## config.mk

```make
export PLATFORM = sky130hd
export DESIGN_NAME = ac97_pcm_feeder
export DESIGN_NICKNAME = d
export VERILOG_FILES = /design/src/rtl/ac97_pcm_feeder_pkg.sv /design/src/rtl/ac97_pcm_feeder_sync_fifo.sv /design/src/rtl/ac97_pcm_feeder.sv
export SDC_FILE = /design/constraint.sdc
export NUM_CORES = 1
export LEC_CHECK = 0
export CAP_MARGIN = 20
export CORE_ASPECT_RATIO = 0.9
export CORE_MARGIN = 2
export CORE_UTILIZATION = 40
export DETAILED_ROUTE_END_ITERATION = 8
export PLACE_DENSITY_LB_ADDON = 0.08
export SETUP_SLACK_MARGIN = 0.4
export SYNTH_ARGS = -nofsm -noshare
export SYNTH_HDL_FRONTEND = slang
export SYNTH_HIERARCHICAL = 1
export SYNTH_SLANG_ARGS = --single-unit
```

## constraint.sdc

```tcl
create_clock -name CCLK -period 8.4 [get_ports CCLK]
set_input_delay 0.84 -clock CCLK [delete_from_list [all_inputs] [get_ports CCLK]]
set_output_delay 0.84 -clock CCLK [all_outputs]
set_load 0.01 [all_outputs]
```

## src/rtl/ac97_pcm_feeder_pkg.sv

```systemverilog
`default_nettype none
// ============================================================================
// Module      : ac97_pcm_feeder_pkg
// Description : Shared constants and helpers for the AC-97 PCM playback path.
//               Slot geometry matches the s6ac97 / genac97 controller: a
//               20-bit slot carrying a 16-bit MSB-aligned PCM sample.
// Revision    : 1.0 - initial release
// ============================================================================
package ac97_pcm_feeder_pkg;

    // AC-97 PCM slot geometry
    localparam int AC97_SLOT_W = 20;
    localparam int AC97_PCM_W  = 16;
    localparam int AC97_PAD    = AC97_SLOT_W - AC97_PCM_W;

    // Ceiling of the underrun event counter
    localparam logic [15:0] C_UNDERRUN_MAX = 16'hFFFF;

    // Increment that sticks at the ceiling instead of wrapping
    function automatic logic [15:0] sat_inc16(input logic [15:0] v);
        return (v == C_UNDERRUN_MAX) ? v : v + 16'd1;
    endfunction

endpackage
`default_nettype wire

```

## src/rtl/ac97_pcm_feeder_sync_fifo.sv

```systemverilog
`default_nettype none
// ============================================================================
// Module      : ac97_pcm_feeder_sync_fifo
// Description : Single-clock FIFO with level counter. Full/empty derive from
//               the level, so pointers simply wrap modulo DEPTH.
//               Push on a full FIFO and pop on an empty FIFO are ignored.
//               i_flush behaves like a reset of the pointers and level.
// Ports       : clk, rst     - clock, synchronous active-high reset
//               i_flush      - synchronous flush (pointers/level to 0)
//               i_push/i_wdata, i_pop/o_rdata (first-word fall-through read)
//               o_full, o_empty, o_level
// Revision    : 1.0 - initial release
// ============================================================================
module ac97_pcm_feeder_sync_fifo #(
    parameter int WIDTH  = 32,
    parameter int DEPTH  = 16,
    parameter int ADDR_W = 4
) (
    input  logic              clk,
    input  logic              rst,
    input  logic              i_flush,
    input  logic              i_push,
    input  logic [WIDTH-1:0]  i_wdata,
    input  logic              i_pop,
    output logic [WIDTH-1:0]  o_rdata,
    output logic              o_full,
    output logic              o_empty,
    output logic [ADDR_W:0]   o_level
);

    localparam logic [ADDR_W:0]   c_full_lvl = (ADDR_W+1)'(DEPTH);
    localparam logic [ADDR_W:0]   c_lvl_one  = (ADDR_W+1)'(1);
    localparam logic [ADDR_W-1:0] c_ptr_one  = ADDR_W'(1);

    logic [WIDTH-1:0]  r_mem [DEPTH];
    logic [ADDR_W-1:0] r_wr_ptr;
    logic [ADDR_W-1:0] r_rd_ptr;
    logic [ADDR_W:0]   r_level;

    logic w_full;
    logic w_empty;
    logic w_do_push;
    logic w_do_pop;

    assign w_full    = (r_level == c_full_lvl);
    assign w_empty   = (r_level == '0);
    assign w_do_push = i_push && !w_full;
    assign w_do_pop  = i_pop && !w_empty;

    always_ff @(posedge clk) begin
        if (rst || i_flush) begin
            r_wr_ptr <= '0;
            r_rd_ptr <= '0;
            r_level  <= '0;
        end else begin
            if (w_do_push) begin
                r_wr_ptr <= r_wr_ptr + c_ptr_one;
            end
            if (w_do_pop) begin
                r_rd_ptr <= r_rd_ptr + c_ptr_one;
            end
            case ({w_do_push, w_do_pop})
                2'b10:   r_level <= r_level + c_lvl_one;
                2'b01:   r_level <= r_level - c_lvl_one;
                default: r_level <= r_level;
            endcase
        end
    end

    // Storage carries no reset; only pointers define what is valid.
    always_ff @(posedge clk) begin
        if (w_do_push && !rst && !i_flush) begin
            r_mem[r_wr_ptr] <= i_wdata;
        end
    end

    assign o_rdata = r_mem[r_rd_ptr];
    assign o_full  = w_full;
    assign o_empty = w_empty;
    assign o_level = r_level;

endmodule
`default_nettype wire

```

## src/rtl/ac97_pcm_feeder.sv

```systemverilog
`default_nettype none
// ============================================================================
// Module      : ac97_pcm_feeder
// Description : Stereo PCM buffer feeding the s6ac97 DAC slot inputs. Pairs
//               arrive over valid/ready, are buffered in a FIFO and exactly
//               one pair is released per AC-97 frame, paced by the
//               controller's ready pulse. An empty FIFO at frame time emits
//               silence and is recorded as an underrun.
// Ports       : CCLK, rst               - clock, sync active-high reset
//               en                      - playback enable
//               s_valid/s_ready/s_left/s_right - upstream sample pairs
//               ready                   - s6ac97 frame pulse (asynchronous)
//               leftdac/rightdac, left_vd/right_vd - slot data to s6ac97
//               fifo_level              - pairs currently buffered
//               underrun/underrun_cnt/underrun_clr - underrun reporting
// Revision    : 1.0 - initial release
// ============================================================================
module ac97_pcm_feeder
    import ac97_pcm_feeder_pkg::*;
#(
    parameter int DEPTH  = 16,
    parameter int ADDR_W = 4,
    parameter int PCM_W  = AC97_PCM_W
) (
    input  logic                   CCLK,
    input  logic                   rst,
    input  logic                   en,
    input  logic                   s_valid,
    output logic                   s_ready,
    input  logic [PCM_W-1:0]       s_left,
    input  logic [PCM_W-1:0]       s_right,
    input  logic                   ready,
    output logic [AC97_SLOT_W-1:0] leftdac,
    output logic [AC97_SLOT_W-1:0] rightdac,
    output logic                   left_vd,
    output logic                   right_vd,
    output logic [ADDR_W:0]        fifo_level,
    output logic                   underrun,
    input  logic                   underrun_clr,
    output logic [15:0]            underrun_cnt
);

    // Ready synchronizer and edge detector
    logic r_rdy_meta;
    logic r_rdy_sync;
    logic r_rdy_prev;
    logic r_frame_req;
    logic w_frame_edge;

    // Output and status registers
    logic [AC97_SLOT_W-1:0] r_leftdac;
    logic [AC97_SLOT_W-1:0] r_rightdac;
    logic                   r_vd;
    logic                   r_underrun;
    logic [15:0]            r_underrun_cnt;
    logic                   r_priming;

    // FIFO interface
    logic [2*PCM_W-1:0] w_rdata;
    logic [PCM_W-1:0]   w_left;
    logic [PCM_W-1:0]   w_right;
    logic               w_full;
    logic               w_empty;
    logic               w_push;
    logic               w_pop;

    // Rising edge of the synchronized level; a long ready level gives one pulse.
    assign w_frame_edge = r_rdy_sync && !r_rdy_prev;

    // s_ready depends only on enable, reset and registered FIFO state.
    assign s_ready = en && !rst && !w_full;
    assign w_push  = s_valid && s_ready;
    assign w_pop   = r_frame_req && en;

    assign w_left  = w_rdata[2*PCM_W-1 -: PCM_W];
    assign w_right = w_rdata[PCM_W-1:0];

    ac97_pcm_feeder_sync_fifo #(
        .WIDTH  (2*PCM_W),
        .DEPTH  (DEPTH),
        .ADDR_W (ADDR_W)
    ) u_fifo (
        .clk     (CCLK),
        .rst     (rst),
        .i_flush (!en),
        .i_push  (w_push),
        .i_wdata ({s_left, s_right}),
        .i_pop   (w_pop),
        .o_rdata (w_rdata),
        .o_full  (w_full),
        .o_empty (w_empty),
        .o_level (fifo_level)
    );

    always_ff @(posedge CCLK) begin
        if (rst) begin
            r_rdy_meta     <= 1'b0;
            r_rdy_sync     <= 1'b0;
            r_rdy_prev     <= 1'b0;
            r_frame_req    <= 1'b0;
            r_leftdac      <= '0;
            r_rightdac     <= '0;
            r_vd           <= 1'b0;
            r_underrun     <= 1'b0;
            r_underrun_cnt <= '0;
            r_priming      <= 1'b1;
        end else begin
            r_rdy_meta  <= ready;
            r_rdy_sync  <= r_rdy_meta;
            r_rdy_prev  <= r_rdy_sync;
            r_frame_req <= w_frame_edge;

            if (!en) begin
                // Playback stopped: silence, slots invalid, re-arm priming.
                r_leftdac  <= '0;
                r_rightdac <= '0;
                r_vd       <= 1'b0;
                r_priming  <= 1'b1;
            end else if (r_frame_req) begin
                r_vd <= 1'b1;
                if (!w_empty) begin
                    r_leftdac  <= {w_left,  {AC97_PAD{1'b0}}};
                    r_rightdac <= {w_right, {AC97_PAD{1'b0}}};
                    r_priming  <= 1'b0;
                end else begin
                    // A pair pushed this same cycle is not forwarded; it
                    // waits for the next frame.
                    r_leftdac  <= '0;
                    r_rightdac <= '0;
                    if (!r_priming) begin
                        r_underrun     <= 1'b1;
                        r_underrun_cnt <= sat_inc16(r_underrun_cnt);
                    end
                end
            end

            // Placed last so a clear overrides a same-cycle increment.
            if (underrun_clr) begin
                r_underrun     <= 1'b0;
                r_underrun_cnt <= '0;
            end
        end
    end

    assign leftdac      = r_leftdac;
    assign rightdac     = r_rightdac;
    assign left_vd      = r_vd;
    assign right_vd     = r_vd;
    assign underrun     = r_underrun;
    assign underrun_cnt = r_underrun_cnt;

endmodule
`default_nettype wire

```

# After elaboration in Yosys (flattened, before gate mapping)
# Memories as Yosys holds them, arrays and structs flattened. A register that Yosys moved wholly into a read port is not among the register bits.
# Cells that the tools add are included.
[classes]
add_sub_neg = 5
multipliers = 0
div = 0
magnitude_cmp = 0
eq_ne = 4
shifts = 0
mux = 7
bitwise = 4
reduce_logical = 22
[ops]
columns = ["operator", "n"]
rows = [
  ["2-to-1 mux 20 bit", 2],
  ["adder 16 x 1 -> 16 bit, second input constant", 1],
  ["equality test 16 bit, second input constant", 1],
  ["case mux 5 bit (2 select lines)", 1],
  ["logical AND 1 bit", 9],
  ["adder 4 x 1 -> 4 bit, second input constant", 2],
  ["2-to-1 mux 4 bit", 2],
  ["adder 5 x 1 -> 5 bit, second input constant", 1],
  ["equality test 5 bit, second input constant", 1],
  ["logical NOT 1 bit", 5],
  ["logical NOT 5 bit", 1],
  ["AND reduction 5 bit", 1],
  ["subtractor 5 x 1 -> 5 bit, second input constant", 1],
  ["NOT 1 bit", 4],
  ["AND reduction 4 bit", 1],
  ["OR reduction 2 bit", 2],
  ["equality test 2 x 1 -> 1 bit, second input constant", 1],
  ["equality test 2 bit, second input constant", 1],
  ["2-to-1 mux 1 bit", 2],
  ["AND reduction 2 bit", 1],
  ["nonzero test 2 bit", 1],
  ["logical OR 1 bit", 1],
]
[word_totals]
reg_bits = 76
latchBits = 0
ram_bits = 512
romBits = 0
in_bits = 38
word_cells = 56
memories = 1
[memory_table]
columns = ["name", "depth", "width", "read_ports", "rd_clocked_by_memory_dff", "write_ports", "line", "source"]
rows = [
  ["u_fifo.r_mem", 16, 32, 1, 1, 1, "ac97_pcm_feeder_sync_fifo.sv:35", "logic [WIDTH-1:0] r_mem [DEPTH];"],
]

# Longest topological paths before layout
[depth]
ltp_word = 9
depth_mapped = 14
mapped_depth_nobuf = 14

# Hierarchy
# The synthesis kept the hierarchy.
[modules_own_cells]
columns = ["mod", "n_inst", "cells_each", "area_each_um2"]
rows = [
  ["ac97_pcm_feeder_sync_fifo", 1, 903, 20059.2],
  ["ac97_pcm_feeder", 1, 272, 2327.2],
]

# Worst setup path before layout
# No wires, ideal clock.
[synth_timing]
path_kind = "in2reg"
startpoint = "input en"
endpoint = "memory u_fifo.r_mem[0][0], enable pin"
arrival_time_ps = 4307
t_required_ps = 7939
path_slack_ps = 3632
path_stages = 8
n_path_buf = 1
path_cell_list = "or2b_1 > clkbuf_1 > nor2_1 > and2_1 > inv_1 > a21oi_2 > nand3_1 > nor3_1"
[synth_between]
elab_chain_cells = 8
[synth_rtl]
columns = ["element", "line", "source"]
rows = [
  ["start, declared", "ac97_pcm_feeder.sv:27", "input logic en,"],
  ["logical AND 1 bit (2 in a row)", "ac97_pcm_feeder.sv:71", "assign s_ready = en && !rst && !w_full;"],
  ["via s_ready", "ac97_pcm_feeder.sv:29", "output logic s_ready,"],
  ["logical AND 1 bit", "ac97_pcm_feeder.sv:72", "assign w_push = s_valid && s_ready;"],
  ["via w_push", "ac97_pcm_feeder.sv:64", "logic w_push;"],
  ["logical AND 1 bit", "ac97_pcm_feeder_sync_fifo.sv:47", "assign w_do_push = i_push && !w_full;"],
  ["logical AND 1 bit (2 in a row)", "ac97_pcm_feeder_sync_fifo.sv:72", "if (w_do_push && !rst && !i_flush) begin"],
  ["2-to-1 mux 1 bit", "ac97_pcm_feeder_sync_fifo.sv:72", ""],
  ["2-to-1 mux 1 bit (implied by the code)", "ac97_pcm_feeder_sync_fifo.sv:73", "r_mem[r_wr_ptr] <= i_wdata;"],
  ["end, declared", "ac97_pcm_feeder_sync_fifo.sv:35", ""],
]
# The timed path passes the listed nets, and every way through them passes these cells.

# Worst setup path in the final report
[layout_timing]
startpoint = "input en"
endpoint = "memory u_fifo.r_mem[4][4], enable pin"
[layout_between]
elab_chain_cells = 8
[layout_rtl]
columns = ["element", "line"]
rows = [
  ["logical AND 1 bit (2 in a row)", "ac97_pcm_feeder.sv:71"],
  ["logical AND 1 bit", "ac97_pcm_feeder.sv:72"],
  ["via w_push", "ac97_pcm_feeder.sv:64"],
  ["logical AND 1 bit", "ac97_pcm_feeder_sync_fifo.sv:47"],
  ["logical AND 1 bit (2 in a row)", "ac97_pcm_feeder_sync_fifo.sv:72"],
  ["2-to-1 mux 1 bit", "ac97_pcm_feeder_sync_fifo.sv:72"],
  ["2-to-1 mux 1 bit (implied by the code)", "ac97_pcm_feeder_sync_fifo.sv:73"],
]
# The timed path passes the listed nets, and every way through them passes these cells.

==> impl_metrics.tcl <==
set metrics [dict create \
    ant_nets 0 \
    p_comb_share_pct 1.3 \
    drv_slew 0 \
    cts_setup_buffers 0 \
    wire_per_inst_microns 24.3 \
    clockBufferDepth 3 \
    swShare_pct 20.1 \
    grt_usage_pct 17.8 \
    fin_ws_ns 4.18 \
    cts-root-buf "clkbuf_16" \
    hold_buffers 0 \
    worstMarginPinSlew_ns 1.09 \
    drc_errors 0 \
    rsz0062_at_grt "no" \
    syn_inst 1175 \
    layout_worst_path_cycle_share_pct 50.3 \
    cts-resized-gates 0 \
    synth_edf_count 512 \
    critical_path_arrival_ns 4.52 \
    seq_power_share_pct 54.8 \
    crit_required_ns 8.70 \
    yosysTopAreaCell "edfxtp_1" \
    cts-htree-levels 2 \
    yosysWarnings 6 \
    cts.sinks 584 \
    clock-skew-final_ns 0.0168 \
    hpwlAfterDp_microns 27800 \
    end_kind "register" \
    grt_pass1_vias 11413 \
    layout.nets 1342 \
    num_io_pins 103 \
    diodes 0 \
    fin_area_sq_um 26200 \
    routed_wl_microns 50900 \
    synthTopCellsByArea "edfxtp_1 69%, mux4_2 13%, dfxtp_1 6.4%" \
    fmax_mhz 237 \
    ys_ff_latch 584 \
    num_vias 11131 \
    multi_input_area_sq_um 5330 \
    power.internal_mw 4.60 \
    drtIter0Drc 675 \
    synth.top_cell.area_share_pct 68.7 \
    grt_start_max_net_pins 63 \
    clock_latency_ns 0.63 \
    crit_path_max_fanout 35 \
    synth.most_common_cell "edfxtp_1" \
    grt_pass1_wl_microns 75900 \
    status "completed" \
    fill_cells 4696 \
    antenna_found_initial 1 \
    start_kind "input port" \
    p_leak_nw 8.11 \
    synthArstFlopShare_pct 0 \
    period_needed_ns 4.22 \
    hp-class "register to register" \
    p_sw_mw 1.15 \
    rows 82 \
    setup_violations 0 \
    firstDrtPassIters 5 \
    die-area_sq_um 57900 \
    cts_made_buffers 60 \
    syn-cell-area_sq_um 22400 \
    maxCapViolations 0 \
    worstHoldPathCells 1 \
    place_ws_ns 3.42 \
    slew_headroom_pct 27.1 \
    clk_pin_slew_worst_paths_ns 0.06 \
    areaGrowthSynthToFinish_pct 17.0 \
    clock_power_share_pct 43.8 \
    design.core.area_sq_um 55500 \
    place.gp.congestion 0.778 \
    ff2ff_path_depth 9 \
    die_y_microns 228 \
    start_util_pct 40.3 \
    numPortBuffers 94 \
    ys_types 53 \
    synth.avg_cell_area_sq_um 19.1 \
    cts_tree "done" \
    critical_path_class "input port to register" \
    synthFlopType "edfxtp_1" \
    setup_tns_ns 0 \
    layout.area.seq_sq_um 16800 \
    overflow 0 \
    vias_per_cell 5.31 \
    postPlaceCellArea_sq_um 24300 \
    hold_viol 0 \
    vdd_drop_max_uv 147 \
    drive_gt1_share_pct 20.2 \
    synth_common_cells "512 x edfxtp_1, 128 x mux4_2, 72 x dfxtp_1, 70 x nor2_1, 64 x a22oi_1" \
    p_per_area_nw_per_um2 220 \
    yosysSeqAreaShare_pct 75.1 \
    fp.dieW_microns 253 \
]
-- cells in the final DEF (no fill, tap or decap), types with 10 or more instances in the layout --
cell type	n
buf_4	24
inv_1	11
nor2_4	13
nor2_1	57
clkbuf_1	22
dfxtp_1	69
nand3_1	12
nand2_1	47
mux4_2	128
clkdlybuf4s50_1	94
nor2b_1	35
clkinv_1	10
a21oi_1	48
clkbuf_16	61
or4_1	10
ha_1	10
edfxtp_1	512
a22oi_1	64
-- critical path, stage by stage --
cell,delay [ns]
clkdlybuf4s50_1,0.60
or2b_2,0.69
nor2_1,0.24
and2_1,0.15
inv_1,0.06
a21oi_2,0.38
nand3_1,0.42
nor2_4,0.73
buf_4,0.40
-- final timing paths --
check	start	endpoint	slack, ns
worst max-delay path	en	u_fifo/r_mem[4][4]	4.18
worst min-delay path	r_rdy_prev	r_frame_req	0.38
worst max register to register	u_fifo/o_level[1]	u_fifo/r_mem[4][4]	5.07
worst min register to register	r_rdy_prev	r_frame_req	0.38
-- sequential cells by signal (all words and copies together), names as in the netlist, 4 cells and up, named ones only --
| name | flops |
|---|---|
| leftdac | 16 |
| rightdac | 16 |
| u_fifo/o_level | 5 |
| u_fifo/r_mem | 512 |
| u_fifo/r_rd_ptr | 4 |
| u_fifo/r_wr_ptr | 4 |
| underrun_cnt | 16 |
-- per-layer routing --
layer  part of all wire (%)  vias up  global-route usage [%]  wire (microns)
li1                       -     4972                       -               -
met3                    4.1       63                    2.55            2110
met4                    1.7        0                    4.59             881
met1                     45     5850                    25.4           23000
met5                      0        -                       0               0
met2                     49      246                    28.6           24900
-- power by group through the flow --
stage                     Combinational, mW  Clock (mW)  Sequential (mW)
after global placement               0.0784           0             3.22
after floorplan                      0.0203           0             3.22
after CTS                            0.0802        2.60             3.16
final                                0.0770        2.52             3.16
after detailed placement             0.0801           0             3.22
after global routing                 0.0864        2.70             3.16
-- cell families after synthesis --
logic type,synth area share (%)
AO/OA/AOI/OAI,4.21
multiplexers,13.1
XOR/XNOR,0.235
flip-flops,75.1
AND/OR/NAND/NOR,4.91
adder cells (fa/ha/maj),0.648
buffers and inverters,1.81
other,0.0168
-- per-stage QoR --
step	hold slack, ns	util [%]	cells	total power [mW]
2_1_floorplan	0.367	-	1182	3.24
3_3_place_gp	0.369	43.7	1984	3.30
3_5_place_dp	0.374	43.8	1986	3.30
4_1_cts	0.383	47.1	2097	5.84
5_1_grt	0.411	47.2	2098	5.95
6_report	0.382	47.2	2098	5.76
-- area by class of cell --
cell class | instances | share of cell area, %
Inverter | 11 | 0.158
Clock buffer | 86 | 6.30
Sequential cell | 584 | 64.2
Timing Repair Buffer | 121 | 4.57
Clock inverter | 25 | 0.764
Tap cell | 756 | 3.61
Multi-Input combinational cell | 515 | 20.4
Note: power is estimated with default switching activity, not from simulation.
